`src/rtl/fetch_unit.sv`:
```
// fetch_unit: instruction fetch sequencer.
// Issues one-cycle read requests to instruction memory at pc, waits for the
// response (reissuing on timeout), holds the instruction for the control unit
// until it is acknowledged, then advances pc sequentially or to a redirect.
//
// state   | meaning
// --------+-----------------------------------------------------------
// S_IDLE  | post-reset bubble, moves straight to S_FETCH
// S_FETCH | imem_req pulse at imem_addr=pc, timeout counter cleared
// S_WAIT  | waiting for imem_rvalid, counting toward the reissue point
// S_HOLD  | ins valid, waiting for ins_ack to advance pc
module fetch_unit #(
  parameter logic [31:0] RESET_PC = 32'h0000_0000,
  parameter logic [7:0]  TIMEOUT  = 8'd16
) (
  input  logic        clk,
  input  logic        reset_n,
  input  logic        psel,
  input  logic [31:0] alu_data,
  input  logic        ins_ack,
  output logic        imem_req,
  output logic [31:0] imem_addr,
  input  logic        imem_rvalid,
  input  logic [31:0] imem_rdata,
  output logic [31:0] ins,
  output logic        ins_vld,
  output logic [31:0] pc,
  output logic [31:0] pc_four,
  output logic        misalign
);

  localparam logic [31:0] NOP      = 32'h0000_0013;
  localparam logic [7:0]  CNT_LAST = TIMEOUT - 8'd1;

  typedef enum logic [1:0] {
    S_IDLE  = 2'd0,
    S_FETCH = 2'd1,
    S_WAIT  = 2'd2,
    S_HOLD  = 2'd3
  } state_t;

  state_t      state;
  state_t      state_next;
  logic [7:0]  cnt;
  logic        clr_cnt;
  logic        inc_cnt;
  logic        load_ins;
  logic        load_pc;
  logic [31:0] pc_target;

  // State register
  always_ff @(posedge clk or negedge reset_n) begin
    if (!reset_n) begin
      state <= S_IDLE;
    end else begin
      state <= state_next;
    end
  end

  // Next-state and per-state control strobes
  always_comb begin
    state_next = state;
    imem_req   = 1'b0;
    ins_vld    = 1'b0;
    clr_cnt    = 1'b0;
    inc_cnt    = 1'b0;
    load_ins   = 1'b0;
    load_pc    = 1'b0;
    case (state)
      S_IDLE: begin
        state_next = S_FETCH;
      end
      S_FETCH: begin
        imem_req   = 1'b1;
        clr_cnt    = 1'b1;
        state_next = S_WAIT;
      end
      S_WAIT: begin
        // a response arriving on the last count wins over the reissue
        if (imem_rvalid) begin
          load_ins   = 1'b1;
          state_next = S_HOLD;
        end else if (cnt == CNT_LAST) begin
          state_next = S_FETCH;
        end else begin
          inc_cnt = 1'b1;
        end
      end
      S_HOLD: begin
        ins_vld = 1'b1;
        if (ins_ack) begin
          load_pc    = 1'b1;
          state_next = S_FETCH;
        end
      end
      default: begin
        state_next = S_IDLE;
      end
    endcase
  end

  // Response timeout counter
  always_ff @(posedge clk or negedge reset_n) begin
    if (!reset_n) begin
      cnt <= 8'd0;
    end else if (clr_cnt) begin
      cnt <= 8'd0;
    end else if (inc_cnt) begin
      cnt <= cnt + 8'd1;
    end
  end

  assign pc_four   = pc + 32'd4;
  assign pc_target = psel ? {alu_data[31:2], 2'b00} : pc_four;
  assign imem_addr = pc;

  // Instruction holding register
  always_ff @(posedge clk or negedge reset_n) begin
    if (!reset_n) begin
      ins <= NOP;
    end else if (load_ins) begin
      ins <= imem_rdata;
    end
  end

  // pc update and misalign pulse, both taken on the acknowledging edge
  always_ff @(posedge clk or negedge reset_n) begin
    if (!reset_n) begin
      pc       <= RESET_PC;
      misalign <= 1'b0;
    end else begin
      misalign <= load_pc & psel & (alu_data[1:0] != 2'b00);
      if (load_pc) begin
        pc <= pc_target;
      end
    end
  end

endmodule

```
`config.mk`:
```
export PLATFORM = sky130hd
export DESIGN_NAME = fetch_unit
export DESIGN_NICKNAME = d
export VERILOG_FILES = /design/src/rtl/fetch_unit.sv
export SDC_FILE = /design/constraint.sdc
export NUM_CORES = 1
export LEC_CHECK = 0
export ABC_AREA = 1
export CAP_MARGIN = 20
export CORE_MARGIN = 2
export CORE_UTILIZATION = 43
export CTS_CLUSTER_DIAMETER = 30
export DETAILED_ROUTE_END_ITERATION = 12
export MAX_ROUTING_LAYER = met4
export PLACE_DENSITY = 0.9
export SLEW_MARGIN = 5
export SYNTH_ARGS = -nofsm -noshare
export SYNTH_HDL_FRONTEND = slang
export SYNTH_SLANG_ARGS = --single-unit
```
`constraint.sdc`:
```
create_clock -name clk -period 1.75 [get_ports clk]
set_clock_uncertainty 0.15 [all_clocks]
set_input_delay 0.2625 -clock clk [delete_from_list [all_inputs] [get_ports clk]]
set_output_delay 0.2625 -clock clk [all_outputs]
set_load 0.02 [all_outputs]
```
* Yosys cells after proc, flatten, opt, wreduce, memory -nomap -nowiden
Cells that the tools add are included.
** Storage, ports and cells
- Bits in registers :: 75
- Latch bits :: 0
- RAM bits :: 0
- ROM bits :: 0
- Input port bits :: 69
- Output and inout bits :: 131
- Logic and storage cells :: 35
- Memories :: 0
** Operators by class
- Add/subtract/negate cells :: 2
- Multiply operators :: 0
- Div/mod/pow operators :: 0
- $lt $le $gt $ge :: 0
- Equal/unequal tests :: 6
- Shifts and indexed selects :: 0
- Muxes and demuxes :: 16
- Bitwise gates (word level) :: 2
- Reductions and logical operators :: 4
** Operators with widths (number)
- $add 32x3->32 const B :: 1
- $mux 32 :: 1
- $mux 8 :: 2
- $mux 1 :: 9
- $add 8x1->8 const B :: 1
- $eq 8x4->1 const B :: 1
- $pmux 2 s4 :: 1
- $mux 2 :: 3
- $eq 2x2->1 const B :: 2
- $reduce_bool 2->1 :: 2
- $ne 3x3->1 const B :: 1
- $and 1x1->1 :: 2
- $eq 2x1->1 const B :: 1
- $logic_not 2->1 :: 1
- $ne 2x2->1 const B :: 1
- $reduce_and 2->1 :: 1

* Depth between registers and ports, before layout
- Depth in word-level cells :: 6
- Depth in mapped cells :: 10
- Mapped depth without buffers :: 10

* Worst setup path after synthesis
OpenSTA, ideal clock, no wires.
- Path type :: register -> output
- Start :: register pc[3] (netlist: imem_addr[3])
- End :: output pc_four[10]
- Arrival time :: 1.514 ns
- Setup slack :: -0.177 ns
- Stages on the path, launching flop included :: 6
- Path buffers :: 0
- Path through :: dfrtp_1 ha_1 nand2_1 nor2_4 nand2_4 xor2_1
** On the way
- Cells in the longest elaborated chain, start to end :: 1
** RTL lines
- start: declaration :: line 27 : output logic [31:0] pc,
- start signal: assignment :: line 134 : pc <= pc_target;
- $add 32x3->32 :: line 113 : assign pc_four = pc + 32'd4;
- end: declaration :: line 28 : output logic [31:0] pc_four,
No other way between the ends.

* Worst setup path in the final report
- Start :: register pc[5] (netlist: imem_addr[5])
- End :: output pc_four[13]
The elaborated chain is that of the path after synthesis.

==> results summary <==
The flow ran to the end, but the final reports show violations. The final reports fail on setup timing. The ratio of final minimum period to clock period came out at 125.7%.

In this run the biggest area consumer among cell types represents 38.65% of the synthesized area. The count of placed standard cells in the final layout, fillers left out came out at 1045. TritonCTS built the clock tree. The number of clock buffers added by TritonCTS is 9. The net count of the finished layout is 978. The via count came out at 5134. CTS built an H-tree with a depth of 3. Routability-driven placement finished with a final weighted congestion of 0.8590.

The worst IR drop on VDD came out at 883.8 µV. The worst setup path is of the flip-flop to primary output kind. The number of hold-slack violations in the final timing report was 0.

The most frequent cell on the critical path is buf_6. The worst reg-to-reg path cell count is 14. The clock drives 73 sinks. The top cell types in the final layout, fill and taps aside, are nand2_1 (226), buf_4 (88), clkdlybuf4s50_1 (68). The library cell occupying the most area in the post-synthesis netlist is dfrtp_1. The horizontal extent of the die is 106.7 µm. After floorplanning, the core was sized to cover 10280 µm². The routed design could run at a clock period as short as 2.201 ns. The detailed-placement wirelength estimate is 10460 µm. The largest net degree at the start of global routing came out at 42. The count of filler cells inserted in the layout is 737.

The power density relative to cell area came out at 1741 nW/µm². The number of warning messages in the yosys log is 0. The final worst setup slack is -0.4506 ns. The average via count per standard cell came out at 4.913. Setup violations remaining at the end of the flow were counted as 34.

STA classifies the critical path startpoint as a flip-flop. Setup repair after global routing could not meet its margin everywhere. The initial antenna violation count came out at 0.

The average size of a mapped cell is 6.961 µm². The worst setup path is captured at a primary output. The number of placed instances, taps included is 995. The sequential area share after synthesis is 40.39%. Dividing the detail-routed wire length by the instance count gives 15.02 µm. The path length in cells of the critical path is 7. The share of synthesized flip-flops with an asynchronous set or reset came out at 100.0%. The number of enable-type register cells in the synthesized netlist came out at 0. The signal on the critical path passes through nand2_2 > nor2_4 > nand2_4 > buf_6 > o21ai_1 > nand2_1 > buf_6. The endpoint required time on the critical path came out at 1.34 ns.

The number of buffers on the longest clock path is 2. The most common cell after layout, fill and taps aside is nand2_1. The floorplan row count came out at 37. Among cell families on the critical path, the largest total delay comes from simple AND/OR/NAND/NOR gates.

The aggregate routed wire length came out at 15690 µm. The count of maximum capacitance violations came out at 0. The cell area after placement is 6894 µm². The synthesis-stage register bit count is 73. The first-pass GRT wire length is 23460 µm. For this run, the top clock speed supported by timing is 0.4544 GHz. The top-level I/O count is 200. The clock transition at the registers of the reported paths is 0.10 ns. The share of layout cells above drive strength 1 is 29.26%.

The post-synthesis to final-layout area growth is 68.33%. In this run the register-to-register setup slack is -0.34 ns. The number of I/O port buffers is 193. The critical-path maximum fanout is 5. In the synthesized netlist the dominant register cell turns out to be dfrtp_1. The clock insertion delay at the later pin of the skew report came out at 0.36 ns.

Across every metal layer, demand over resource in global routing totals 26.66%. The end-of-flow core utilization came out at 74.23%. The leakage power total is 4.067 nW. Counting every instance in the synthesized netlist gives 651.

The via count of the first global-routing pass came out at 5018. The total chip power came out at 13.28 mW. The kind of path behind the tightest hold check is input pin to asynchronous set/reset pin. In this design, the stage delay of the slowest critical-path cell is 0.47 ns. The number of antenna diodes in the final layout is 0. The global route total overflow is 0. The overall die height is 106.7 µm. After synthesis, the cell types taking the most area are dfrtp_1 (39%), nand2_1 (22%), nor2_1 (6.6%), buf_4 (6.1%), inv_1 (4.0%). The slowest stage of the critical path belongs to the cell dfrtp_1. The overall die area came out at 11380 µm². The tree is rooted in a clkbuf_8. The final-report max-slew violation count is 0. The post-synthesis cell area is 4532 µm². The total DRC errors in the routed layout came out at 0. The worst path buffer plus inverter count is 2. The arrival time at the worst endpoint came out at 1.79 ns. The starting density of the core is 44.10%. The unique cell type count in the Yosys netlist came out at 31. The count of nets left with antenna violations after detail routing is 0.

The area of all placed cells without fillers is 7629 µm². For this block, the initial DRC count from the detailed router was 286. The number of iterations in the first detailed-routing pass came out at 5.
power breakdown:
group | total (mW) | internal, mW | switching (mW)
registers | 3.05 | 2.43 | 0.616
clock network | 1.21 | 0.512 | 0.701
logic | 9.02 | 3.97 | 5.05
Yosys cell counts, drive strengths merged (3+ instances only):
cell    instances
a21oi          24
buf            40
clkbuf         15
dfrtp          70
dfstp           3
ha              5
inv            50
nand2         272
nand3          27
nand4           4
nor2           95
o21ai          22
o22ai           5
xor2            8
routing by layer:
metal  wire (µm)  share of wire (%)  global-route usage, %
met3        1135                7.2                  6.079
met4         363                2.3                  7.699
met2        8024                 51                  47.00
met5           0                  0                      -
met1        6169                 39                  30.41
sequential cells by signal (all words and copies together) (netlist names):
signal	count
misalign	1
imem_addr	30
ins	32
state	2
cnt	8
area by class of cell:
cell class	instances	area [µm²]	area share, %
tap	136	170.2	2.231
timing repair buffer	292	2740	35.92
multi-input combinational	477	2514	32.95
inverter	51	193.9	2.542
clock buffer	9	123.9	1.624
sequential	73	1841	24.13
clock inverter	7	46.29	0.6069
path summary, 6_finish.rpt:
kind                                          start                   endpoint
setup / recovery           imem_addr[5]$_DFFE_PN0N_                pc_four[13]
hold / removal                              reset_n  imem_addr[12]$_DFFE_PN0N_
setup reg to reg           imem_addr[5]$_DFFE_PN0N_  imem_addr[21]$_DFFE_PN0N_
hold reg to reg                  ins[4]$_DFFE_PN1P_         ins[4]$_DFFE_PN1P_
max in group asynchronous                   reset_n         ins[0]$_DFFE_PN1P_
min in group clk                      imem_rdata[4]         ins[4]$_DFFE_PN1P_
kinds of logic after synthesis:
family	Yosys count	share of synthesized area, %
AOI/OAI and AO/OA	55	6.930
xor gates and xnor gates	10	1.933
adders and majority gates	5	1.380
buffers and inverters	106	11.93
DFF	73	40.39
other	1	0.08275
and+or+nand+nor	401	37.35
what timing repair did:
action / in CTS / in global routing
buffers inserted: 22 / 12
endpoints found under the setup margin: 103 / 78
hold endpoints to repair: 63 / 0
gates resized for setup: 282 / 127
pin swaps: 32 / 25
hold buffers: 1 / 0
worst reg2reg max path, cell delays in order, from the launching register on:
cell     delay [ns]
dfrtp_1        0.47
nand2_2        0.12
nor2_4         0.16
nand2_4        0.12
nor2_4         0.16
nand2_1        0.07
nand2_1        0.08
buf_4          0.11
buf_4          0.09
buf_4          0.09
buf_4          0.09
buf_4          0.09
nand3_1        0.07
nand2_1        0.06
nand2_1        0.05
metrics by stage:
stage / hold WS, ns / setup TNS, ns / worst slack, ns
3_3_place_gp: 0.02338 / -9.886 / -0.4336
4_1_cts: 0.1976 / -8.324 / -0.3646
3_5_place_dp: 0.02057 / -11.07 / -0.4799
6_report: 0.2225 / -10.70 / -0.4506
2_1_floorplan: -0.1831 / 0 / 0.006543
5_1_grt: 0.2399 / -13.59 / -0.5356
Note: power is estimated with default switching activity, not from simulation.
